--- src/rtl/decoder_pkg.sv ---
// ----------------------------------------------------------------------------
// decoder_pkg
// Shared types and constants for the 68040 bus-cycle region decoder.
//   state_e        : FSM states (IDLE, ACTIVE, ERR)
//   MAX_REGIONS    : widest hit vector onehot_lowest() can process
//   DEFAULT_BASE   : default base addresses, region i in slice i
//   DEFAULT_MASK   : default compare masks, region i in slice i
//   onehot_lowest(): keeps only the lowest set bit of a hit vector
// ----------------------------------------------------------------------------
package decoder_pkg;

    typedef enum logic [1:0] {
        IDLE   = 2'd0,
        ACTIVE = 2'd1,
        ERR    = 2'd2
    } state_e;

    localparam int unsigned MAX_REGIONS = 32'd32;

    // Region 0 = 0000_0000/E000_0000, 1 = F000_0000/FF00_0000,
    // 2 = FF00_0000/FF00_0000, 3 = 8000_0000/C000_0000.
    localparam logic [127:0] DEFAULT_BASE = {32'h8000_0000, 32'hFF00_0000,
                                             32'hF000_0000, 32'h0000_0000};
    localparam logic [127:0] DEFAULT_MASK = {32'hC000_0000, 32'hFF00_0000,
                                             32'hFF00_0000, 32'hE000_0000};

    // Two's-complement trick: vec & -vec isolates the lowest set bit, which
    // gives the lowest-index-wins priority for overlapping windows.
    function automatic logic [MAX_REGIONS-1:0] onehot_lowest(
        input logic [MAX_REGIONS-1:0] vec
    );
        return vec & (~vec + {{(MAX_REGIONS-1){1'b0}}, 1'b1});
    endfunction

endpackage

--- src/rtl/region_match.sv ---
// ----------------------------------------------------------------------------
// region_match
// Combinational base/mask comparator array. Region i hits when
// (addr & MASK[i]) == BASE[i]; several regions may hit at once.
// Ports:
//   addr [ADDR_W-1:0]      in  : address to decode
//   hit  [NUM_REGIONS-1:0] out : per-region match vector
// ----------------------------------------------------------------------------
module region_match #(
    parameter int unsigned                   ADDR_W      = 32,
    parameter int unsigned                   NUM_REGIONS = 4,
    parameter logic [NUM_REGIONS*ADDR_W-1:0] REGION_BASE = '0,
    parameter logic [NUM_REGIONS*ADDR_W-1:0] REGION_MASK = '0
) (
    input  logic [ADDR_W-1:0]      addr,
    output logic [NUM_REGIONS-1:0] hit
);

    for (genvar i = 0; i < NUM_REGIONS; i++) begin : g_region
        assign hit[i] = ((addr & REGION_MASK[i*ADDR_W +: ADDR_W])
                         == REGION_BASE[i*ADDR_W +: ADDR_W]);
    end

endmodule

--- src/rtl/bus_region_decoder.sv ---
// ----------------------------------------------------------------------------
// bus_region_decoder
// Registered 68040 bus-cycle address decoder. On an nTS edge in IDLE the
// region hit vector is latched; on the following edge the decoder either
// asserts a one-hot select (ACTIVE) or raises a one-cycle bus error for an
// unmapped address (ERR). The select is held until nTA or nTEA terminates.
// Optional feature macro: BUS_TIMEOUT_EN -- bus error on hung cycles after
// TIMEOUT_CYC cycles in ACTIVE. Without it err_timeout is tied low.
// Ports:
//   BCLK          in  : bus clock, rising edge
//   nRESET        in  : synchronous active-low reset
//   A             in  : CPU address bus [ADDR_W-1:0]
//   nTS           in  : transfer start, active-low
//   nTA           in  : transfer acknowledge, active-low
//   nTEA          in  : transfer error acknowledge, active-low
//   sel           out : one-hot region select [NUM_REGIONS-1:0], registered
//   busy          out : high while a cycle is being tracked
//   nTEA_OUT      out : decoder-generated bus error, active-low pulse
//   err_unmapped  out : pulse, cycle matched no region
//   err_timeout   out : pulse, cycle timed out
// ----------------------------------------------------------------------------
module bus_region_decoder
    import decoder_pkg::*;
#(
    parameter int unsigned                   ADDR_W      = 32,
    parameter int unsigned                   NUM_REGIONS = 4,
    parameter logic [NUM_REGIONS*ADDR_W-1:0] REGION_BASE = DEFAULT_BASE,
    parameter logic [NUM_REGIONS*ADDR_W-1:0] REGION_MASK = DEFAULT_MASK,
    parameter int unsigned                   TIMEOUT_CYC = 64
) (
    input  logic                   BCLK,
    input  logic                   nRESET,
    input  logic [ADDR_W-1:0]      A,
    input  logic                   nTS,
    input  logic                   nTA,
    input  logic                   nTEA,
    output logic [NUM_REGIONS-1:0] sel,
    output logic                   busy,
    output logic                   nTEA_OUT,
    output logic                   err_unmapped,
    output logic                   err_timeout
);

    if ((NUM_REGIONS == 32'd0) || (NUM_REGIONS > MAX_REGIONS)) begin : g_bad_regions
        $error("NUM_REGIONS out of range");
    end
    if (TIMEOUT_CYC < 32'd2) begin : g_bad_timeout
        $error("TIMEOUT_CYC must be at least 2");
    end

    logic [NUM_REGIONS-1:0] match_s;
    logic                   term_s;

    state_e                 state_q, state_d;
    logic                   pend_q, pend_d;
    logic [NUM_REGIONS-1:0] hit_q, hit_d;
    logic [NUM_REGIONS-1:0] sel_q, sel_d;
    logic                   busy_q, busy_d;
    logic                   ntea_out_q, ntea_out_d;
    logic                   err_unmapped_q, err_unmapped_d;

`ifdef BUS_TIMEOUT_EN
    localparam int unsigned CNT_W = (TIMEOUT_CYC > 32'd2) ? $clog2(TIMEOUT_CYC) : 1;
    logic [CNT_W-1:0]       cnt_q, cnt_d;
    logic                   err_timeout_q, err_timeout_d;
`endif

    region_match #(
        .ADDR_W      (ADDR_W),
        .NUM_REGIONS (NUM_REGIONS),
        .REGION_BASE (REGION_BASE),
        .REGION_MASK (REGION_MASK)
    ) u_region_match (
        .addr (A),
        .hit  (match_s)
    );

    // nTA and nTEA together count as one ordinary termination.
    assign term_s = (~nTA) | (~nTEA);

    // Next-state and next-output logic for the cycle-tracking FSM.
    always_comb begin
        state_d        = state_q;
        pend_d         = 1'b0;
        hit_d          = hit_q;
        sel_d          = sel_q;
        busy_d         = busy_q;
        ntea_out_d     = 1'b1;
        err_unmapped_d = 1'b0;
`ifdef BUS_TIMEOUT_EN
        cnt_d          = cnt_q;
        err_timeout_d  = 1'b0;
`endif
        case (state_q)
            IDLE: begin
                if (pend_q) begin
                    // Second edge of a start: act on the latched hit vector.
                    if (|hit_q) begin
                        state_d = ACTIVE;
                        sel_d   = NUM_REGIONS'(onehot_lowest(MAX_REGIONS'(hit_q)));
                        busy_d  = 1'b1;
`ifdef BUS_TIMEOUT_EN
                        cnt_d   = '0;
`endif
                    end else begin
                        state_d        = ERR;
                        sel_d          = '0;
                        busy_d         = 1'b1;
                        ntea_out_d     = 1'b0;
                        err_unmapped_d = 1'b1;
                    end
                end else if (!nTS) begin
                    // Address is decoded only here; later changes are ignored.
                    pend_d = 1'b1;
                    hit_d  = match_s;
                end else begin
                    sel_d  = '0;
                    busy_d = 1'b0;
                end
            end
            ACTIVE: begin
                if (term_s) begin
                    state_d = IDLE;
                    sel_d   = '0;
                    busy_d  = 1'b0;
                end else begin
`ifdef BUS_TIMEOUT_EN
                    if (cnt_q == CNT_W'(TIMEOUT_CYC - 32'd1)) begin
                        state_d       = ERR;
                        sel_d         = '0;
                        busy_d        = 1'b1;
                        ntea_out_d    = 1'b0;
                        err_timeout_d = 1'b1;
                    end else begin
                        cnt_d = cnt_q + {{(CNT_W-1){1'b0}}, 1'b1};
                    end
`else
                    state_d = ACTIVE;
`endif
                end
            end
            ERR: begin
                state_d = IDLE;
                sel_d   = '0;
                busy_d  = 1'b0;
            end
            default: begin
                state_d = IDLE;
                sel_d   = '0;
                busy_d  = 1'b0;
            end
        endcase
    end

    // State and output registers with synchronous active-low reset.
    always_ff @(posedge BCLK) begin
        if (!nRESET) begin
            state_q        <= IDLE;
            pend_q         <= 1'b0;
            hit_q          <= '0;
            sel_q          <= '0;
            busy_q         <= 1'b0;
            ntea_out_q     <= 1'b1;
            err_unmapped_q <= 1'b0;
`ifdef BUS_TIMEOUT_EN
            cnt_q          <= '0;
            err_timeout_q  <= 1'b0;
`endif
        end else begin
            state_q        <= state_d;
            pend_q         <= pend_d;
            hit_q          <= hit_d;
            sel_q          <= sel_d;
            busy_q         <= busy_d;
            ntea_out_q     <= ntea_out_d;
            err_unmapped_q <= err_unmapped_d;
`ifdef BUS_TIMEOUT_EN
            cnt_q          <= cnt_d;
            err_timeout_q  <= err_timeout_d;
`endif
        end
    end

    assign sel          = sel_q;
    assign busy         = busy_q;
    assign nTEA_OUT     = ntea_out_q;
    assign err_unmapped = err_unmapped_q;
`ifdef BUS_TIMEOUT_EN
    assign err_timeout  = err_timeout_q;
`else
    assign err_timeout  = 1'b0;
`endif

endmodule

--- config.mk ---
export PLATFORM = sky130hd
export DESIGN_NAME = bus_region_decoder
export DESIGN_NICKNAME = d
export VERILOG_FILES = /design/src/rtl/decoder_pkg.sv /design/src/rtl/region_match.sv /design/src/rtl/bus_region_decoder.sv
export SDC_FILE = /design/constraint.sdc
export NUM_CORES = 1
export LEC_CHECK = 0
export CORE_UTILIZATION = 32
export DETAILED_ROUTE_END_ITERATION = 8
export PLACE_DENSITY_LB_ADDON = 0.3
export REMOVE_ABC_BUFFERS = 1
export SYNTH_ARGS = -nofsm -noshare
export SYNTH_HDL_FRONTEND = slang
export SYNTH_SLANG_ARGS = --single-unit
--- constraint.sdc ---
create_clock -name BCLK -period 1.7 [get_ports BCLK]
set_input_delay 0.17 -clock BCLK [delete_from_list [all_inputs] [get_ports BCLK]]
set_output_delay 0.17 -clock BCLK [all_outputs]
set_load 0.1 [all_outputs]
-- After elaboration in Yosys (flattened, before gate mapping)
Cells that the tools add are included.
- flip-flop bits (word level): 14
- bits of input ports: 37
- word-level logic and storage cells: 47
- add/subtract/negate cells: 1
- equal/unequal tests: 7
- mux-type cells: 16
- bitwise logic cells: 9
- reductions and logical operators: 7
- operator list (cell ; number):
    32-bit logical NOT ; 1
    8-bit equality test (second input constant) ; 2
    4-bit two-way mux ; 4
    4-bit case mux with 2 select lines ; 1
    1-bit two-way mux ; 7
    1-bit NOT ; 6
    3-bit AND reduction ; 2
    4-bit by 1-bit adder with 4-bit output (second input constant) ; 1
    4-bit AND ; 1
    2-bit two-way mux ; 2
    2-bit inequality test (second input constant) ; 2
    4-bit NOT ; 1
    2-bit case mux with 2 select lines ; 1
    4-bit OR reduction ; 1
    3-bit inequality test (second input constant) ; 1
    3-bit OR reduction ; 1
    2-bit by 1-bit equality test with 1-bit output (second input constant) ; 1
    2-bit equality test (second input constant) ; 1
    2-bit logical NOT ; 1
    1-bit case mux with 2 select lines ; 1
    2-bit AND reduction ; 1
    1-bit bitwise OR ; 1

-- Logic depth before layout (Yosys ltp)
- depth after elaboration: 6
- depth in mapped cells: 3
- mapped depth without buffers: 3

-- By module
A second synthesis with hierarchy kept.
- cells, all modules: 62
- area, all modules: 614.3 um^2
- by module, submodules not included (module ; instances ; cells each ; area an instance (um^2) ; seq. area each (um^2)):
    bus_region_decoder ; 1 ; 55 ; 575.6 ; 280.3
    region_match ; 1 ; 7 ; 38.8 ; 0.0

-- Worst setup path before layout
No wires, ideal clock.
- kind: reg-to-reg
- start: reg, netlist name sel[0]
- end: reg sel_q[0], in the netlist sel[0]
- library setup time: 75 ps
- arrival: 1693 ps
- path slack: -68 ps
- cell stages (with the launch flop): 3
- cell sequence: dfxtp_1 or4b_2 a31oi_1
- RTL lines (element ; line ; source):
    end signal, assigned ; bus_region_decoder.sv:173 ; sel_q <= sel_d;
    end, declared ; bus_region_decoder.sv:57 ; logic [NUM_REGIONS-1:0] sel_q, sel_d;

-- Worst setup path after layout
- start: reg state_q[0]
- end: reg hit_q[1]
- word-level cells in the longest chain between the ends: 2
- RTL lines (element ; line ; source):
    start, declared ; bus_region_decoder.sv:54 ; state_e state_q, state_d;
    start signal, assigned ; bus_region_decoder.sv:170 ; state_q <= state_d;
    2-bit logical NOT ; bus_region_decoder.sv:94 ; case (state_q)
    3-bit AND reduction (no source line) ; - ;
    end signal, assigned ; bus_region_decoder.sv:172 ; hit_q <= hit_d;
    end, declared ; bus_region_decoder.sv:56 ; logic [NUM_REGIONS-1:0] hit_q, hit_d;
No other way between the ends.
A chain may end at the register's enable or synchronous reset.

==> metrics.md <==
| Metric | Value |
|---|---|
| Final ANT Viol Nets | 0 |
| Yosys warnings | 0 |
| DRT iter0 DRCs | 8 |
| Gate Count Post-Synth | 57 |
| Power Density | 846 nW/µm² |
| Top sig layer | met3 |
| H-tree depth | 1 |
| Commonest cells after routing, fill and taps aside | 14 x dfxtp_1, 12 x clkdlybuf4s50_1, 8 x buf_4, 4 x nand4_1 |
| N_diodes | 0 |
| Finished Cell Area | 820 µm² |
| Post-cts gate resize count | 0 |
| CTS tree | yes |
| Final slew viol count | 0 |
| Startpoint types | flip-flop |
| Placed Area | 783 µm² |
| Lkg Pwr | 0.305 nW |
| Avg Synthesized Cell Area | 10.2 µm² |
| Worst IR Drop VDD | 461 µV |
| Worst path arrival time | 1580 ps |
| Die height | 44.5 µm |
| Vias/cell | 5.00 |
| Crit Path Class | reg -> reg |
| Vias in the first global route | 437 |
| Final WL | 1190 µm |
| FMAX | 716 MHz |
| Non-filler instance count after layout | 105 |
| Port buffer count | 19 |
| Outcome | finished, final reports clean |
| Clock skew | 0.996 ps |
| Area contributors post-synth | dfxtp_1 48%, nand4_1 4.3%, nand3b_1 3.9% |
| Max_cap viols | 0 |
| Layout cells sized above 1 | 0.188 |
| Sequential area share after synthesis | 0.484 |
| Met1 WL | 549 µm |
| Total track usage | 0.133 |
| First-pass GRT wire length | 1860 µm |
| I/O pin count | 45 |
| Commonest non-fill, non-tap cell in the layout | dfxtp_1 |
| Worst endpoint required time | 1880 ps |
| Ratio of final minimum period to clock period | 0.822 |
| RSZ-0062 raised after global routing | no |
| Dpl cells | 101 |
| Final core utilization | 0.480 |
| Met2 wire length | 564 µm |
| WL per Instance | 11.3 µm |
| Min-Delay Startpoint | sel[3] |
| Total number of vias | 525 |
| Die area | 1980 µm² |
| GP Congestion | 0.749 |
| Initial core utilization | 0.339 |
| Launch point of the worst path | state_q[0] |
| Clock-pin slew on the worst setup and hold paths | 80 ps |
| Crit. End Element | flip-flop |
| DR WL met3 | 71 µm |
| Synth top area share | 0.484 |
| Area Growth Syn to Fin | 41.5% |
| Hold Path Class | reg -> reg |
| Hold_buf cts | 0 |
| Final critical-path required period | 1400 ps |
| Antenna violations before repair | 0 |
| Clk_lat worst skew | 280 ps |
| CP Max Fanout | 9 |
| Core area | 1710 µm² |
| Clock Path Buffers | 2 |
| Final net count | 118 |
| Fillers | 175 |
| DRC Markers | 0 |
| Worst reg2reg startpoint | state_q[0] |
| Die Width | 44.5 µm |
| Yosys reg bits | 14 |
| Fin. Hold Viols | 0 |
| Synth Cell Area | 579 µm² |
| Largest net degree at the start of global routing | 10 |
| Setup TNS | 0 ps |
| Clk sinks | 14 |
| CTS root buffer | clkbuf_4 |
| DP Wirelength | 871 µm |
| Tot Pwr | 0.693 mW |
| Netlist cell types | 29 |
| Num CTS Buffers | 3 |
| Final setup viols | 0 |
| Total gr overflow | 0 |
| FP Rows | 15 |
| Postcts setup bufs | 0 |
| Pre-Repair DR Iteration Count | 4 |
| Yosys top cell by area | dfxtp_1 |
-- path summary, 6_finish.rpt --
| check | to | slack (ps) | depth (start not counted) |
|---|---|---|---|
| max | hit_q[1] | 300 | 3 |
| min | sel[3] | 480 | 1 |
| max reg2reg | hit_q[1] | 300 | 3 |
| min reg2reg | sel[3] | 480 | 1 |
-- area by class of cell --
type	instances	area [µm²]	share of cell area
Clock buffer	4	36.3	0.0443
Inverter	2	7.51	0.00916
Multi-Input combinational cell	40	284	0.347
Sequential cell	14	280	0.342
Tap cell	25	31.3	0.0382
Timing Repair Buffer	20	180	0.220
-- critical path: stages (launching register included) --
cell     delay (ps)
dfxtp_1         400
nor4_4          440
nand2_1         150
o32ai_1         310
-- metrics by stage --
stage	worst slack, ps	hold slack [ps]
3_5_place_dp	134	460
2_1_floorplan	-67.6	298
4_1_cts	283	481
6_report	302	479
5_1_grt	211	497
3_3_place_gp	133	452
-- layer usage --
layer | vias up | global-route usage
met5 | - | 0
met3 | 0 | 0.0612
li1 | 265 | -
met2 | 18 | 0.203
met1 | 242 | 0.162
met4 | 0 | 0.0545
-- registers in the layout, summed over array words and instances, names as in the netlist --
register and flops:
busy 1, pend_q 1, nTEA_OUT 1, state_q 2, err_unmapped 1, sel 4
hit_q 4
-- cell usage after synthesis --
master / number
a21boi_0: 1
a21oi_1: 2
a22o_1: 1
a31oi_1: 1
a32o_1: 2
and3b_1: 2
buf_4: 1
conb_1: 1
dfxtp_1: 14
inv_1: 2
mux2i_1: 1
nand2_1: 3
nand2b_1: 2
nand3_1: 1
nand3b_1: 3
nand4_1: 4
nor2_1: 2
nor2b_1: 2
nor3_1: 1
nor3_2: 1
nor4_1: 1
nor4_4: 1
o21a_1: 1
o21ai_0: 1
o21bai_1: 1
o32ai_1: 2
or3_1: 1
or4_1: 1
or4b_2: 1
-- where the power goes --
part | internal, mW | switching [mW]
sequential | 0.336 | 0.00873
clock | 0.130 | 0.107
combinational | 0.0458 | 0.0659
total | 0.512 | 0.181
-- kinds of logic after synthesis --
family	synth area share
compound gates	0.156
buf+inv	0.0259
flops	0.484
mux	0.0173
other cells	0.00647
simple gates	0.311
No activity file was read; power rests on OpenSTA's default activity.
